<file path="src/rtl/alu_bitserial_seq_pkg.sv">
// Shared definitions for the bit-serial ALU: opcodes, FSM states,
// slice control bundle and the opcode decode helpers.
package alu_bitserial_seq_pkg;

  localparam logic [2:0] ALU_OP_AND  = 3'b000;
  localparam logic [2:0] ALU_OP_OR   = 3'b001;
  localparam logic [2:0] ALU_OP_ADD  = 3'b010;
  localparam logic [2:0] ALU_OP_ILL  = 3'b011;
  localparam logic [2:0] ALU_OP_NOR  = 3'b100;
  localparam logic [2:0] ALU_OP_NAND = 3'b101;
  localparam logic [2:0] ALU_OP_SUB  = 3'b110;
  localparam logic [2:0] ALU_OP_SLT  = 3'b111;

  localparam logic [1:0] SL_AND  = 2'b00;
  localparam logic [1:0] SL_OR   = 2'b01;
  localparam logic [1:0] SL_SUM  = 2'b10;
  localparam logic [1:0] SL_LESS = 2'b11;

  typedef enum logic [1:0] {
    S_IDLE = 2'd0,
    S_RUN  = 2'd1,
    S_DONE = 2'd2
  } state_e;

  typedef enum logic [1:0] {
    K_LOGIC = 2'd0,
    K_ARITH = 2'd1,
    K_SLT   = 2'd2
  } kind_e;

  typedef struct packed {
    logic       ainv;
    logic       binv;
    logic [1:0] op;
    logic       cin0;
  } ctrl_t;

  function automatic ctrl_t alu_decode(
    input logic [2:0] alu_op
  );
    ctrl_t c;
    c = '{1'b0, 1'b0, SL_SUM, 1'b0};
    unique case (1'b1)
      (alu_op == ALU_OP_AND):
        c = '{1'b0, 1'b0, SL_AND, 1'b0};
      (alu_op == ALU_OP_OR):
        c = '{1'b0, 1'b0, SL_OR, 1'b0};
      (alu_op == ALU_OP_ADD),
      (alu_op == ALU_OP_ILL):
        c = '{1'b0, 1'b0, SL_SUM, 1'b0};
      (alu_op == ALU_OP_NOR):
        c = '{1'b1, 1'b1, SL_AND, 1'b0};
      (alu_op == ALU_OP_NAND):
        c = '{1'b1, 1'b1, SL_OR, 1'b0};
      (alu_op == ALU_OP_SUB),
      (alu_op == ALU_OP_SLT):
        c = '{1'b0, 1'b1, SL_SUM, 1'b1};
      default:
        c = '{1'b0, 1'b0, SL_SUM, 1'b0};
    endcase
    return c;
  endfunction

  function automatic kind_e op_kind(
    input logic [2:0] alu_op
  );
    kind_e k;
    k = K_LOGIC;
    unique case (1'b1)
      (alu_op == ALU_OP_ADD),
      (alu_op == ALU_OP_ILL),
      (alu_op == ALU_OP_SUB):
        k = K_ARITH;
      (alu_op == ALU_OP_SLT):
        k = K_SLT;
      default:
        k = K_LOGIC;
    endcase
    return k;
  endfunction

endpackage

</file>
<file path="src/rtl/alu_bitserial_seq_alu_1bit.sv">
// One-bit ALU slice: optional operand inversion, AND/OR/SUM/LESS mux.
// Ports: a,b,ainv,binv,cin,less,op[1:0] in; r,cout,set,overflow out.
module ALU_1bit
  import alu_bitserial_seq_pkg::*;
(
  input  logic       a,
  input  logic       b,
  input  logic       ainv,
  input  logic       binv,
  input  logic       cin,
  input  logic       less,
  input  logic [1:0] op,
  output logic       r,
  output logic       cout,
  output logic       set,
  output logic       overflow
);

  logic aa;
  logic bb;
  logic sum;

  always_comb begin
    aa       = a ^ ainv;
    bb       = b ^ binv;
    sum      = aa ^ bb ^ cin;
    cout     = (aa & bb) | (cin & (aa ^ bb));
    set      = sum;
    // Meaningful only on the MSB: carry-in vs carry-out disagree.
    overflow = cin ^ cout;
    r        = 1'b0;
    unique case (op)
      SL_AND:  r = aa & bb;
      SL_OR:   r = aa | bb;
      SL_SUM:  r = sum;
      SL_LESS: r = less;
      default: r = 1'b0;
    endcase
  end

endmodule

</file>
<file path="src/rtl/alu_bitserial_seq.sv">
// Bit-serial execute unit: one ALU_1bit slice, LSB-first, carry flop.
// Ports: clk,rst; in_valid/in_ready,alu_op,a,b; out_valid/out_ready,result,zero,carry,overflow.
module alu_bitserial_seq
  import alu_bitserial_seq_pkg::*;
#(
  parameter int WIDTH = 32
) (
  input  logic             clk,
  input  logic             rst,
  input  logic             in_valid,
  output logic             in_ready,
  input  logic [2:0]       alu_op,
  input  logic [WIDTH-1:0] a,
  input  logic [WIDTH-1:0] b,
  output logic             out_valid,
  input  logic             out_ready,
  output logic [WIDTH-1:0] result,
  output logic             zero,
  output logic             carry,
  output logic             overflow
);

  localparam int CW = $clog2(WIDTH);
  localparam logic [CW-1:0] CNT_LAST = CW'(WIDTH - 1);

  state_e           state_q, state_d;
  kind_e            kind_q, kind_d;
  ctrl_t            ctrl_q, ctrl_d;
  logic [WIDTH-1:0] a_sh_q, a_sh_d;
  logic [WIDTH-1:0] b_sh_q, b_sh_d;
  logic [WIDTH-1:0] acc_q, acc_d;
  logic [WIDTH-1:0] res_q, res_d;
  logic [CW-1:0]    cnt_q, cnt_d;
  logic             cy_q, cy_d;
  logic             vld_q, vld_d;
  logic             zero_q, zero_d;
  logic             carry_q, carry_d;
  logic             ovf_q, ovf_d;

  logic             s_r;
  logic             s_cout;
  logic             s_set;
  logic             s_ovf;
  logic [WIDTH-1:0] acc_nx;
  logic [WIDTH-1:0] fin;

  ALU_1bit u_slice (
    .a        (a_sh_q[0]),
    .b        (b_sh_q[0]),
    .ainv     (ctrl_q.ainv),
    .binv     (ctrl_q.binv),
    .cin      (cy_q),
    .less     (1'b0),
    .op       (ctrl_q.op),
    .r        (s_r),
    .cout     (s_cout),
    .set      (s_set),
    .overflow (s_ovf)
  );

  always_comb begin
    state_d = state_q;
    kind_d  = kind_q;
    ctrl_d  = ctrl_q;
    a_sh_d  = a_sh_q;
    b_sh_d  = b_sh_q;
    acc_d   = acc_q;
    res_d   = res_q;
    cnt_d   = cnt_q;
    cy_d    = cy_q;
    vld_d   = vld_q;
    zero_d  = zero_q;
    carry_d = carry_q;
    ovf_d   = ovf_q;
    acc_nx  = {s_r, acc_q[WIDTH-1:1]};
    // SLT: sign of (a-b) corrected by overflow gives the signed compare.
    fin     = (kind_q == K_SLT)
            ? {{(WIDTH-1){1'b0}}, s_set ^ s_ovf}
            : acc_nx;
    unique case (state_q)
      S_IDLE: begin
        if (in_valid) begin
          a_sh_d  = a;
          b_sh_d  = b;
          ctrl_d  = alu_decode(alu_op);
          kind_d  = op_kind(alu_op);
          cy_d    = ctrl_d.cin0;
          cnt_d   = '0;
          state_d = S_RUN;
        end
      end
      S_RUN: begin
        a_sh_d = a_sh_q >> 1;
        b_sh_d = b_sh_q >> 1;
        cy_d   = s_cout;
        acc_d  = acc_nx;
        if (cnt_q == CNT_LAST) begin
          res_d   = fin;
          zero_d  = (fin == '0);
          carry_d = (kind_q == K_ARITH) & s_cout;
          ovf_d   = (kind_q == K_ARITH) & s_ovf;
          vld_d   = 1'b1;
          state_d = S_DONE;
        end else begin
          cnt_d = cnt_q + CW'(1);
        end
      end
      S_DONE: begin
        if (out_ready) begin
          vld_d   = 1'b0;
          state_d = S_IDLE;
        end
      end
      default: begin
        vld_d   = 1'b0;
        state_d = S_IDLE;
      end
    endcase
  end

  always_ff @(posedge clk) begin
    if (rst) begin
      state_q <= S_IDLE;
      kind_q  <= K_LOGIC;
      ctrl_q  <= '0;
      a_sh_q  <= '0;
      b_sh_q  <= '0;
      acc_q   <= '0;
      res_q   <= '0;
      cnt_q   <= '0;
      cy_q    <= 1'b0;
      vld_q   <= 1'b0;
      zero_q  <= 1'b0;
      carry_q <= 1'b0;
      ovf_q   <= 1'b0;
    end else begin
      state_q <= state_d;
      kind_q  <= kind_d;
      ctrl_q  <= ctrl_d;
      a_sh_q  <= a_sh_d;
      b_sh_q  <= b_sh_d;
      acc_q   <= acc_d;
      res_q   <= res_d;
      cnt_q   <= cnt_d;
      cy_q    <= cy_d;
      vld_q   <= vld_d;
      zero_q  <= zero_d;
      carry_q <= carry_d;
      ovf_q   <= ovf_d;
    end
  end

  assign in_ready  = (state_q == S_IDLE);
  assign out_valid = vld_q;
  assign result    = res_q;
  assign zero      = zero_q;
  assign carry     = carry_q;
  assign overflow  = ovf_q;

endmodule

</file>
<file path="config.mk">
export PLATFORM = sky130hd
export DESIGN_NAME = alu_bitserial_seq
export DESIGN_NICKNAME = d
export VERILOG_FILES = /design/src/rtl/alu_bitserial_seq_pkg.sv /design/src/rtl/alu_bitserial_seq_alu_1bit.sv /design/src/rtl/alu_bitserial_seq.sv
export SDC_FILE = /design/constraint.sdc
export NUM_CORES = 1
export LEC_CHECK = 0
export BUFFER_PORTS_ARGS = -buffer_cell sky130_fd_sc_hd__buf_2
export CORE_ASPECT_RATIO = 0.8
export CORE_MARGIN = 5
export CORE_UTILIZATION = 50
export CTS_CLUSTER_SIZE = 14
export DETAILED_ROUTE_END_ITERATION = 6
export PLACE_DENSITY = 0.76
export SLEW_MARGIN = 20
export SYNTH_ARGS = -nofsm -noshare
export SYNTH_HDL_FRONTEND = slang
export SYNTH_SLANG_ARGS = --single-unit
</file>
<file path="constraint.sdc">
create_clock -name clk -period 2 [get_ports clk]
set_input_delay 0.3 -clock clk [delete_from_list [all_inputs] [get_ports clk]]
set_output_delay 0.3 -clock clk [all_outputs]
set_load 0.1 [all_outputs]
</file>
==> run metrics <==
CTS Hold Bufs 0; TritonCTS clock tree yes; Starting Density 50.6%; period utilisation layout 94.9%; pre-CTS WS 0.117 ns; Design Power 7.17 mW; critical path class flip-flop to flip-flop; register area share after synthesis 47.7%; Top Ports 108; clock share of power 48.0%; die area 14,500 µm²; gr usage total 19.7%; post-layout util 61.3%; met1 usage 28.1%; worst-skew pair later-pin latency 0.41 ns; Fin Setup TNS 0 ns; Post-synth ARST share 0%; reg2reg setup slack 0.10 ns; Yosys Warn Count 0; initial antenna violation count 0; Vias 5,273; Final min period 1.90 ns; Final Setup Violations 0; share of layout cells above drive strength 1 22.8%; Max Fclk 527 MHz; Logic pwr share 8.9%; Post-synth EDFFs 0; Clock Skew 0.00881 ns; # rows 36; most used routing layer in global routing met2; root buffer cell clkbuf_16; Hold Path Class input pin to flip-flop; Via-to-Cell Ratio 5.32; Critical Path Start Type flip-flop; Mapped Nets 821; cell count after synthesis 744; data required time of the critical path 2.34 ns; vias in the first global route 4,916; Seq pwr share 43.1%; Pint 5.42 mW; R2R depth 7; top cell type's share of synthesized area 47.7%; Die X 133 µm; Slew @ Worst Pin 0.513 ns; drt first-iter violations 357; pin count of the biggest net entering global routing 62; Rel. slew slack 66.0%; #FFs+latches synth 145; Total Routed Length 13.8 mm; global-route wire length before repair 23.5 mm; status finished, final reports clean; DRC violations left 0; Hold Crit Depth 3; max cap viols 0; Leak Pwr 2.85 nW; Net Sw Frac 24.4%; worst IR drop on VDD 0.000647 V; Buffers on Ports 107; cell area after synthesis 6080 µm²; Final Hold Viols 0; RePlAce Congestion 0.812; Max H-tree Level 4; final slew viol count 0; Power Dens Cells 973 nW/µm²; net switching power 1.75 mW; DP HPWL 8.86 mm; diodes inserted 0; Arr. time, crit path 2.24 ns; grt ovf 0; cts bufs inserted 17; die height 109 µm; largest cells by area after synthesis dfxtp_1, nand2_1, a21oi_1; maximum clock insertion buffer count 2; Critical Path End Type flip-flop; setup bufs post-CTS 0; Placeable Area 12,000 µm²; Synth Area per Inst 8.18 µm²; Pre-antenna DRT Iters 5; Area Growth Syn to Fin 21.1%; Final WS setup 0.101 ns; final net count 903; Most used DFF post-synth dfxtp_1; met2 GRT Util 30.3%; worst-path maximum fanout 3; unique cell type count in the Yosys netlist 39; area leader, netlist dfxtp_1; M3 GR Usage 4.20%; WL/cell 13.9 µm; clk slew on worst S/H paths 0.06 ns; final antenna-violating net count 0; clock net sink count 145; unrepaired setup endpoints after global routing no
[synth_stat cells, types with 3 or more instances]
| cell | n |
|---|---|
| a21oi_1 | 75 |
| a311oi_1 | 39 |
| a311oi_2 | 24 |
| buf_2 | 30 |
| buf_4 | 3 |
| buf_6 | 6 |
| clkbuf_1 | 25 |
| dfxtp_1 | 145 |
| ha_1 | 4 |
| inv_1 | 5 |
| nand2_1 | 234 |
| nand3_1 | 33 |
| nand3b_1 | 3 |
| nor2_1 | 71 |
| nor2b_1 | 3 |
| nor3_1 | 4 |
| nor4_1 | 7 |
| xor2_1 | 3 |
[through the flow]
stage / hold WS, ns / instances / instance area, µm²
after floorplan: 0.436 / 744 / 6090
after detailed placement: 0.441 / 959 / 6720
after CTS: 0.124 / 991 / 7360
final: 0.133 / 991 / 7370
after global routing: 0.141 / 991 / 7370
after global placement: 0.438 / 959 / 6720
[final cells by class]
cell class | instances | area, µm²
Tap cell | 152 | 190
Sequential cell | 145 | 2900
Timing Repair Buffer | 127 | 751
Clock inverter | 13 | 199
Fill cell | 1064 | 4660
Clock buffer | 19 | 443
Multi-Input combinational cell | 530 | 2870
Inverter | 5 | 18.8
[registers in the layout (all words and copies together) (netlist names)]
| register | count |
|---|---|
| out_valid | 1 |
| b_sh_q | 32 |
| zero | 1 |
| ctrl_q | 4 |
| cnt_q | 5 |
| carry | 1 |
| cy_q | 1 |
| state_q | 2 |
| result | 32 |
| kind_q | 2 |
| overflow | 1 |
| acc_q | 31 |
| a_sh_q | 32 |
[worst max-delay path: stages, from the launching register on]
cell     delay, ns
dfxtp_1       0.35
xor2_1        0.20
inv_1         0.12
fa_1          0.44
o21ai_1       0.16
o31ai_2       0.11
or3_1         0.32
a21oi_1       0.14
[final timing paths]
path,from,endpoint
max,b_sh_q[0],result[31]
min reg2reg,result[1],result[1]
max reg2reg,b_sh_q[0],result[31]
min,b[31],b_sh_q[31]
[routing by layer]
layer  vias to the layer above  part of all wire (%)
li1                       2715                     -
met1                      2431                    49
met2                       114                    46
met3                        13                   4.0
met4                         0                   1.0
met5                         -                     0
[placed cells by master (no fill, tap or decap), types with 3 or more instances in the layout]
cell type  synthesis  routed
a21oi_1           75      75
a311oi_1          39      39
a311oi_2          24      24
buf_12             0       5
buf_2             30     106
buf_4              3      16
bufinv_16          0       4
clkbuf_16          0      17
dfxtp_1          145     145
ha_1               4       4
inv_1              5       5
inv_6              0       4
nand2_1          234     233
nand3_1           33      33
nand3b_1           3       3
nor2_1            71      70
nor2b_1            3       3
nor3_1             4       4
nor4_1             7       7
xor2_1             3       3
[power groups by stage]
stage | Combinational [mW] | Sequential [mW] | Clock (mW)
finish | 0.638 | 3.09 | 3.44
floorplan | 0.478 | 3.13 | 0
global route | 0.719 | 3.10 | 3.63
detailed placement | 0.635 | 3.15 | 0
CTS | 0.639 | 3.09 | 3.49
global placement | 0.623 | 3.15 | 0
[cells by family (layout without fill, tap and decap cells)]
family / after synthesis / count (layout) / synth area share (%)
compound gates: 147 / 147 / 18.7
mux: 2 / 2 / 0.329
buf+inv: 69 / 164 / 5.80
flops: 145 / 145 / 47.7
xor+xnor: 5 / 5 / 0.720
simple gates: 370 / 370 / 25.2
fa+ha+maj: 6 / 6 / 1.48
[what timing repair did]
action	in CTS	in global routing
resized for setup	0	3
endpoints found under the hold margin	0	0
endpoints found under the setup margin	0	2
No activity file was read; power rests on OpenSTA's default activity.
